[config.mk]
export PLATFORM = sky130hd
export DESIGN_NAME = gpio_debounced_controller
export DESIGN_NICKNAME = d
export VERILOG_FILES = /design/src/rtl/gpio_debounced_controller.sv
export SDC_FILE = /design/constraint.sdc
export NUM_CORES = 1
export LEC_CHECK = 0
export CORE_MARGIN = 2
export CORE_UTILIZATION = 46
export DETAILED_ROUTE_END_ITERATION = 7
export PLACE_DENSITY = 0.89
export RECOVER_POWER = 25
export SLEW_MARGIN = 20
export SYNTH_ARGS = -nofsm -noshare
export SYNTH_HDL_FRONTEND = slang
export SYNTH_SLANG_ARGS = --single-unit
[constraint.sdc]
create_clock -name clk -period 2.8 [get_ports clk]
set_input_delay 0.84 -clock clk [delete_from_list [all_inputs] [get_ports clk]]
set_output_delay 0.84 -clock clk [all_outputs]
set_load 0.01 [all_outputs]
[src/rtl/gpio_debounced_controller.sv]
// gpio_debounced_controller: APB3 GPIO with LED set/clear, debounced keys, sticky edge flags and level irq
module gpio_debounced_controller #(
  parameter int LED_COUNT = 3,
  parameter int KEY_COUNT = 2,
  parameter logic [LED_COUNT-1:0] LED_INVERT = '0,
  parameter logic [KEY_COUNT-1:0] KEY_INVERT = '0,
  parameter int DEBOUNCE_CYCLES = 65536
) (
  input  logic                 clk,
  input  logic                 reset,
  output logic [LED_COUNT-1:0] leds,
  input  logic [KEY_COUNT-1:0] keys,
  output logic                 irq,
  input  logic [4:0]           apb_PADDR,
  input  logic                 apb_PSEL,
  input  logic                 apb_PENABLE,
  output logic                 apb_PREADY,
  input  logic                 apb_PWRITE,
  input  logic [31:0]          apb_PWDATA,
  output logic [31:0]          apb_PRDATA
);
  localparam int CW = $clog2(DEBOUNCE_CYCLES);
  localparam logic [CW-1:0] CNT_MAX = CW'(DEBOUNCE_CYCLES - 1);
  logic [LED_COUNT-1:0] led_reg;
  logic [KEY_COUNT-1:0] sync_a, sync_b, state, hit, rise, fall;
  logic [KEY_COUNT-1:0] rise_f, fall_f, rise_en, fall_en, clr_r, clr_f;
  logic [CW-1:0] cnt [KEY_COUNT];
  logic [LED_COUNT-1:0] wd_led;
  logic [2:0] sel;
  logic wr;
  logic unused;
  assign sel = apb_PADDR[4:2];
  assign wr = apb_PSEL & apb_PENABLE & apb_PWRITE;
  assign wd_led = apb_PWDATA[LED_COUNT-1:0];
  assign clr_r = (wr && sel == 3'd2) ? apb_PWDATA[KEY_COUNT-1:0] : '0;
  assign clr_f = (wr && sel == 3'd2) ? apb_PWDATA[16 +: KEY_COUNT] : '0;
  assign apb_PREADY = 1'b1;
  assign leds = led_reg ^ LED_INVERT;
  assign unused = ^{apb_PADDR[1:0], apb_PWDATA};
  assign rise = hit & sync_b;
  assign fall = hit & ~sync_b;
  always_comb begin
    hit = '0;
    for (int i = 0; i < KEY_COUNT; i++)
      hit[i] = (sync_b[i] != state[i]) && (cnt[i] == CNT_MAX);
  end
  always_comb
    apb_PRDATA = sel == 3'd0 ? 32'(led_reg) :
                 sel == 3'd1 ? 32'(state) :
                 sel == 3'd2 ? {16'(fall_f), 16'(rise_f)} :
                 sel == 3'd3 ? {16'(fall_en), 16'(rise_en)} : '0;
  always_ff @(posedge clk) begin
    if (reset) begin
      led_reg <= '0;
      sync_a  <= '0;
      sync_b  <= '0;
      state   <= '0;
      rise_f  <= '0;
      fall_f  <= '0;
      rise_en <= '0;
      fall_en <= '0;
      irq     <= 1'b0;
      for (int i = 0; i < KEY_COUNT; i++) cnt[i] <= '0;
    end else begin
      sync_a <= keys ^ KEY_INVERT;
      sync_b <= sync_a;
      for (int i = 0; i < KEY_COUNT; i++)
        cnt[i] <= (sync_b[i] == state[i] || hit[i]) ? '0 : cnt[i] + CW'(1);
      state <= state ^ hit;
      led_reg <= !wr ? led_reg :
                 sel == 3'd0 ? wd_led :
                 sel == 3'd4 ? led_reg | wd_led :
                 sel == 3'd5 ? led_reg & ~wd_led : led_reg;
      rise_f <= (rise_f & ~clr_r) | rise;
      fall_f <= (fall_f & ~clr_f) | fall;
      rise_en <= (wr && sel == 3'd3) ? apb_PWDATA[KEY_COUNT-1:0] : rise_en;
      fall_en <= (wr && sel == 3'd3) ? apb_PWDATA[16 +: KEY_COUNT] : fall_en;
      irq <= |((rise_f & rise_en) | (fall_f & fall_en));
    end
  end
endmodule
==> out/results.env, run 1 <==
HOLD_VIOLATIONS=0
POWER_LEAKAGE_nW=1.029
WORSTPATHARRIVAL_NS=1.90
BUFFERS_ON_PORTS=23
YS_TOP_CELLS_BY_AREA='sky130_fd_sc_hd__dfxtp_1, sky130_fd_sc_hd__buf_4, sky130_fd_sc_hd__nor2_1, sky130_fd_sc_hd__xnor2_1, sky130_fd_sc_hd__xor2_1'
CP_DATA_REQUIRED_TIME_NS=1.96
REPORT.FINAL.SETUP_VIOL=0
AREA.SEQUENTIAL_UM2=1001
GRT_ANTENNA_BEFORE_REPAIR=0
HOLD_BUFFERS=0
SYNTHESIS.AREA_UM2=2461
ROUTE.DETAILED.DRC=0
CRITPATHCAPTURETYPE='primary output'
GRT_FIRST_PASS_WIRELENGTH_MM=8.059
CRIT_TYPE='primary input to primary output'
POST_DRT_WL_PER_CELL_UM=12.04
GRT_MAX_DEGREE=16
RUN_STATUS='finished, final reports clean'
FINALINSTANCEAREA_UM2=2854
SYNTH_AREA_PER_CELL_UM2=8.885
CRIT_SLOWEST_CELL='sky130_fd_sc_hd__clkdlybuf4s50_1'
POST-DP-HPWL_MM=3.387
YOSYSSEQAREASHARE_PCT=40.67
ASYNC_RESET_FF_SHARE_PCT=0
INITIALDRTVIOLATIONCOUNT=108
ANT_NETS=0
INITIAL_CORE_UTILIZATION_PCT=47.88
SYNTH-WARNING-COUNT=0
CRITICAL_PATH_CELL_SEQUENCE='clkdlybuf4s50_1 -> nor4b_2 -> clkdlybuf4s15_1'
SYN2LAYOUT_AREA_GROWTH_PCT=15.96
ROUTE.MET3.WL_UM=272
CTS-BUFFERS-INSERTED=5
WL_MM=4.576
POST_DP_CELL_AREA_UM2=2719
SYNTH.DISTINCT_CELLS=38
GRT_RESOURCE_USAGE_TOTAL_PCT=16.64
CTS.REPORTEDPATHS.CLKPINSLEW_NS=0.08
TRITONCTS='built'
CLOCK_INSERTION_DELAY_AT_THE_LATER_PIN_OF_THE_SKEW_REPORT_NS=0.30
CP-START-KIND='primary input'
DETAILROUTE.VIA_COUNT=1923
LAYOUT.NETS=355
POWER_PER_STANDARD_CELL_AREA_nW_PER_UM2=495.6
MIN-DELAY-PATH-CLASS='flip-flop to flip-flop'
CORE_AREA_UM2=5140
SHARE_OF_THE_CYCLE_NEEDED_BY_THE_CRITICAL_PATH_AFTER_ROUTING_PCT=97.91
M1WIRELENGTH_MM=1.969
LAYOUT-DRIVE-GT1-SHARE_PCT=9.677
SYNTH_TOP_CELLS_BY_COUNT='sky130_fd_sc_hd__dfxtp_1, sky130_fd_sc_hd__nor2_1, sky130_fd_sc_hd__buf_4'
CLKSINKCOUNT=50
ANTENNA_CELLS=0
PEAKVDDDROP_mV=0.2983
GP_ROUTABILITY_CONGESTION=0.8344
TIMING.CRITICAL_PATH.FANOUT_MAX=4
SYNTHDOMINANTCELLAREASHARE_PCT=40.67
MAXCAPVIOLCOUNT=0
TOP_METAL_USED='met4'
P_TOTAL_mW=1.414
GRT_PASS1_VIAS=1792
CRITICAL_PATH.MAX_STAGE_DELAY_NS=0.49
CHIPWIDTH_UM=77.15
SYNTHESIS.INSTANCES=277
MULTIINPUTGATEAREA_UM2=1305
FIN_WORST_SKEW_NS=0.006818
SYNTH-EDFF-COUNT=0
IOS=81
ROUTED_VIA_DENSITY=5.061
LAYOUT.FILLER_CELLS=458
CTS_HTREE_LEVELS=2
CTS_BUFFER_DEPTH=2
SYNTHDOMINANTAREACELLTYPE='sky130_fd_sc_hd__dfxtp_1'
FP.DIEH_UM=77.15
MAXSLEWVIOLCOUNT=0
MET2_LENGTH_MM=2.238
CTS_ROOT_BUFFER_TYPE='sky130_fd_sc_hd__clkbuf_8'
MAX_CLOCK_FREQ_MHz=364.8
DRTPASS1ITERATIONS=4
SYNTHMOSTINSTANTIATEDCELL='sky130_fd_sc_hd__dfxtp_1'
PERIOD_NEEDED_NS=2.741
GLOBAL_ROUTE.OVERFLOW_TOTAL=0
YS_DOMINANT_REG_CELL='sky130_fd_sc_hd__dfxtp_1'
DESIGN.DIE.AREA_UM2=5951
CORE.ROWCOUNT=26
YOSYS_REGISTER_BITS=50
-- layout by cell type, fill, tap and decap left out, drive strengths merged, types with 11 or more instances in the layout --
master | synthesis | routed
nand2b | 11 | 11
nand2 | 12 | 12
nor2 | 44 | 44
xor2 | 11 | 11
clkdlybuf4s50 | 0 | 15
nand3 | 12 | 12
dfxtp | 50 | 50
xnor2 | 16 | 16
conb | 2 | 28
-- through the flow --
step	setup WS, ns	std cells	TNS [ns]	hold WS [ns]	utilization, %
finish	0.05855	380	0	0.4446	55.53
CTS	0.003944	380	0	0.4474	55.43
global route	-0.001177	380	-0.001177	0.4576	55.53
global placement	-0.6290	372	-2.532	0.4216	52.90
detailed placement	-0.6733	372	-2.744	0.4268	52.90
floorplan	0.2905	303	0	0.4138	-
-- cells by family after synthesis --
group	count (synthesis)	synth area share, %
adder cells (fa/ha/maj)	2	1.017
other	2	0.3051
AO/OA/AOI/OAI	23	7.067
flip-flops	50	40.67
XOR/XNOR	27	9.608
AND/OR/NAND/NOR	121	25.42
buffers and inverters	42	10.83
multiplexers	10	5.084
-- final cells by class --
cell class              count  share of cell area [%]
flip-flops and latches     50                   35.07
clock inverters             2                   2.104
repair buffers             34                   10.21
well taps                  70                   3.069
clock buffers               6                   2.893
inverters                   7                  0.9206
multi-input cells         211                   45.73
-- repair_timing --
action                                  in CTS  in global routing
resized for setup                           10                  9
endpoints found under the setup margin       5                  5
pin swaps                                    0                  0
endpoints found under the hold margin        0                  0
buffers inserted                             0                  0
-- metal layers --
layer  up-vias  track usage, %
met2        63           27.30
met5         -               0
met3         8           4.706
met1       901           20.27
met4         0           7.321
li1        951               -
-- worst max-delay path, delay by kind of cell --
| family | cells | cell delay (ns) |
|---|---|---|
| AND/OR/NAND/NOR | 1 | 0.30 |
| buffers and inverters | 2 | 0.76 |
-- sequential cells by signal, indices dropped and copies added, names as in the netlist, named ones only --
register	count
cnt	32
fall_en	2
fall_f	2
irq	1
rise_en	2
rise_f	2
sync_a	2
sync_b	2
-- path summary, 6_finish.rpt --
path,start,end,slack [ns],cells past startpoint
worst min-delay path,sync_a[1],sync_b[1],0.44,1
worst max register to register,cnt[0][16],cnt[0][17],0.77,5
worst max-delay path,apb_PADDR[4],apb_PRDATA[2],0.06,3
worst min register to register,sync_a[1],sync_b[1],0.44,1
-- where the power goes --
part | switching [mW] | internal (mW) | total (mW)
sequential | 0.00234 | 0.715 | 0.717
clock | 0.235 | 0.381 | 0.616
combinational | 0.0459 | 0.0355 | 0.0814
Note: power is estimated with default switching activity, not from simulation.
==> run 2: changes to the inputs <==
--- a/config.mk
+++ b/config.mk
@@ -10,6 +10,7 @@
 export DETAILED_ROUTE_END_ITERATION = 7
 export PLACE_DENSITY = 0.89
 export RECOVER_POWER = 25
+export SETUP_SLACK_MARGIN = 0.1
 export SLEW_MARGIN = 20
 export SYNTH_ARGS = -nofsm -noshare
 export SYNTH_HDL_FRONTEND = slang
==> run 2 against run 1 <==
  * Critical path depth rose by 1
  * Via count rose by 1.3%
  * Combinational power fell by 0.6%
  * Utilization fell by 0.12 points
==> out/results.env, run 2 (synthesis results as in run 1) <==
MIN-DELAY-PATH-CLASS='flip-flop to flip-flop'
GRT_MAX_DEGREE=16
MULTIINPUTGATEAREA_UM2=1308
FIN_WORST_SKEW_NS=0.006598
MAXSLEWVIOLCOUNT=0
POST-DP-HPWL_MM=3.387
ANT_NETS=0
SEQUENTIALPOWERSHARE_PCT=50.7
WORSTPATHARRIVAL_NS=1.76
INTERNAL_CELL_POWER_mW=1.130
GRT_FIRST_PASS_WIRELENGTH_MM=8.079
POST_DRT_WL_PER_CELL_UM=12.24
CLKSINKCOUNT=50
CP-START-KIND='primary input'
BUFFERS_ON_PORTS=23
CTS-BUFFERS-INSERTED=5
RSZ0062_AT_GRT='no'
POWER_LEAKAGE_nW=1.030
SWITCHINGPOWER_uW=283.3
CP_TOP_FAMILY='multiplexers'
MAXCAPVIOLCOUNT=0
AREA.SEQUENTIAL_UM2=1001
LAYOUT.FILLER_CELLS=457
IOS=81
LAYOUT-DRIVE-GT1-SHARE_PCT=11.29
INITIAL_CORE_UTILIZATION_PCT=47.88
LAYOUT.NETS=355
LARGEST_REG_FLOPS=32
CTS_HTREE_LEVELS=2
CP_DATA_REQUIRED_TIME_NS=1.96
DETAILROUTE.VIA_COUNT=1948
CRIT_SLOWEST_CELL='sky130_fd_sc_hd__mux4_2'
TIMING.CRITICAL_PATH.FANOUT_MAX=4
CRITICAL_PATH_CELL_SEQUENCE='buf_4 -> mux4_2 -> and2_1 -> clkbuf_2'
TRITONCTS='built'
HOLD_BUFFERS=0
COMMONEST_NON_FILL_NON_TAP_CELL_IN_THE_LAYOUT='sky130_fd_sc_hd__dfxtp_1'
SHARE_OF_THE_CYCLE_NEEDED_BY_THE_CRITICAL_PATH_AFTER_ROUTING_PCT=92.73
GRT_RESOURCE_USAGE_TOTAL_PCT=16.71
CORE.ROWCOUNT=26
GRT_PASS1_VIAS=1803
FINAL_CRITICAL_PATH_SETUP_SLACK_NS=0.2035
CLOCK_INSERTION_DELAY_AT_THE_LATER_PIN_OF_THE_SKEW_REPORT_NS=0.30
CHIPWIDTH_UM=77.15
HOLD_VIOLATIONS=0
FP.DIEH_UM=77.15
COMBPWRFRAC_PCT=5.7
GLOBAL_ROUTE.OVERFLOW_TOTAL=0
CORE_AREA_UM2=5140
RUN_STATUS='finished, final reports clean'
CLOCKPOWERSHARE_PCT=43.5
ANTENNA_CELLS=0
CTS_BUFFER_DEPTH=2
ROUTED_VIA_DENSITY=5.126
SYN2LAYOUT_AREA_GROWTH_PCT=15.71
CRITICAL_PATH.N_BUFFERS_INVERTERS=2
DRTPASS1ITERATIONS=4
CRITPATHCAPTURETYPE='primary output'
INITIALDRTVIOLATIONCOUNT=104
PERIOD_NEEDED_NS=2.597
GP_ROUTABILITY_CONGESTION=0.8344
SW_SHARE_PCT=20.04
COMMONEST_NON_FILL_NON_TAP_CELLS_IN_THE_LAYOUT='sky130_fd_sc_hd__dfxtp_1, sky130_fd_sc_hd__nor2_1, sky130_fd_sc_hd__conb_1, sky130_fd_sc_hd__xnor2_1, sky130_fd_sc_hd__clkdlybuf4s50_1'
GRT_ANTENNA_BEFORE_REPAIR=0
POWER_PER_STANDARD_CELL_AREA_nW_PER_UM2=496.4
CTS_ROOT_BUFFER_TYPE='sky130_fd_sc_hd__clkbuf_8'
CRITICAL_PATH.MAX_STAGE_DELAY_NS=0.50
FIN_HOLD_WS_NS=0.4445
DESIGN.DIE.AREA_UM2=5951
REPORT.FINAL.SETUP_VIOL=0
PLACEDCELLCOUNT=372
POST_CTS_BUFFERS=0
CTS.REPORTEDPATHS.CLKPINSLEW_NS=0.08
WL_MM=4.650
MAX_CLOCK_FREQ_MHz=385.1
INSTANCES_NO_FILL=380
CRIT_TYPE='primary input to primary output'
PRECTSSETUPSLACK_NS=-0.6733
ROUTE.DETAILED.DRC=0
PEAKVDDDROP_mV=0.2983
MAX_FLOP_REGISTER='cnt'
[run 2: metrics by stage]
step | TNS, ns | total power, mW | instance area (um2) | util [%]
finish | 0 | 1.414 | 2848 | 55.40
global route | 0 | 1.469 | 2848 | 55.40
CTS | 0 | 1.431 | 2872 | 55.87
detailed placement | -2.744 | 0.8151 | 2719 | 52.90
global placement | -2.532 | 0.8134 | 2719 | 52.90
floorplan | 0 | 0.8043 | 2559 | -
[run 2: final timing paths]
kind / end / depth (start not counted) / start / slack, ns
max reg2reg: cnt[0][17] / 5 / cnt[0][16] / 0.76
min reg2reg: sync_b[1] / 1 / sync_a[1] / 0.44
max: apb_PRDATA[0] / 4 / apb_PADDR[3] / 0.20
min: sync_b[1] / 1 / sync_a[1] / 0.44
[run 2: area by class of cell]
cell class	instances	share of cell area, %
tap	70	3.076
timing repair buffer	34	9.930
clock buffer	6	2.900
inverter	7	0.9227
sequential	50	35.15
clock inverter	2	2.109
multi-input combinational	211	45.91
[run 2: power groups by stage]
stage / logic (mW) / registers, mW / clock network, mW
3_5_place_dp: 0.0810 / 0.734 / 0
4_1_cts: 0.0831 / 0.717 / 0.630
2_1_floorplan: 0.0706 / 0.734 / 0
5_1_grt: 0.0886 / 0.718 / 0.663
3_3_place_gp: 0.0795 / 0.734 / 0
6_report: 0.0809 / 0.717 / 0.615
[run 2: timing repair]
action / CTS / global route
setup endpoints to repair: 5 / 4
gates resized for setup: 23 / 4
pin swaps: 0 / 0
[run 2: routing by layer]
metal	global-route usage, %	wire, um	share of wire (%)	vias up
met3	4.706	295	6.3	14
met2	27.13	2217	48	73
met5	0	0	0	-
li1	-	-	-	953
met4	8.393	136	2.9	0
met1	20.19	2000	43	908
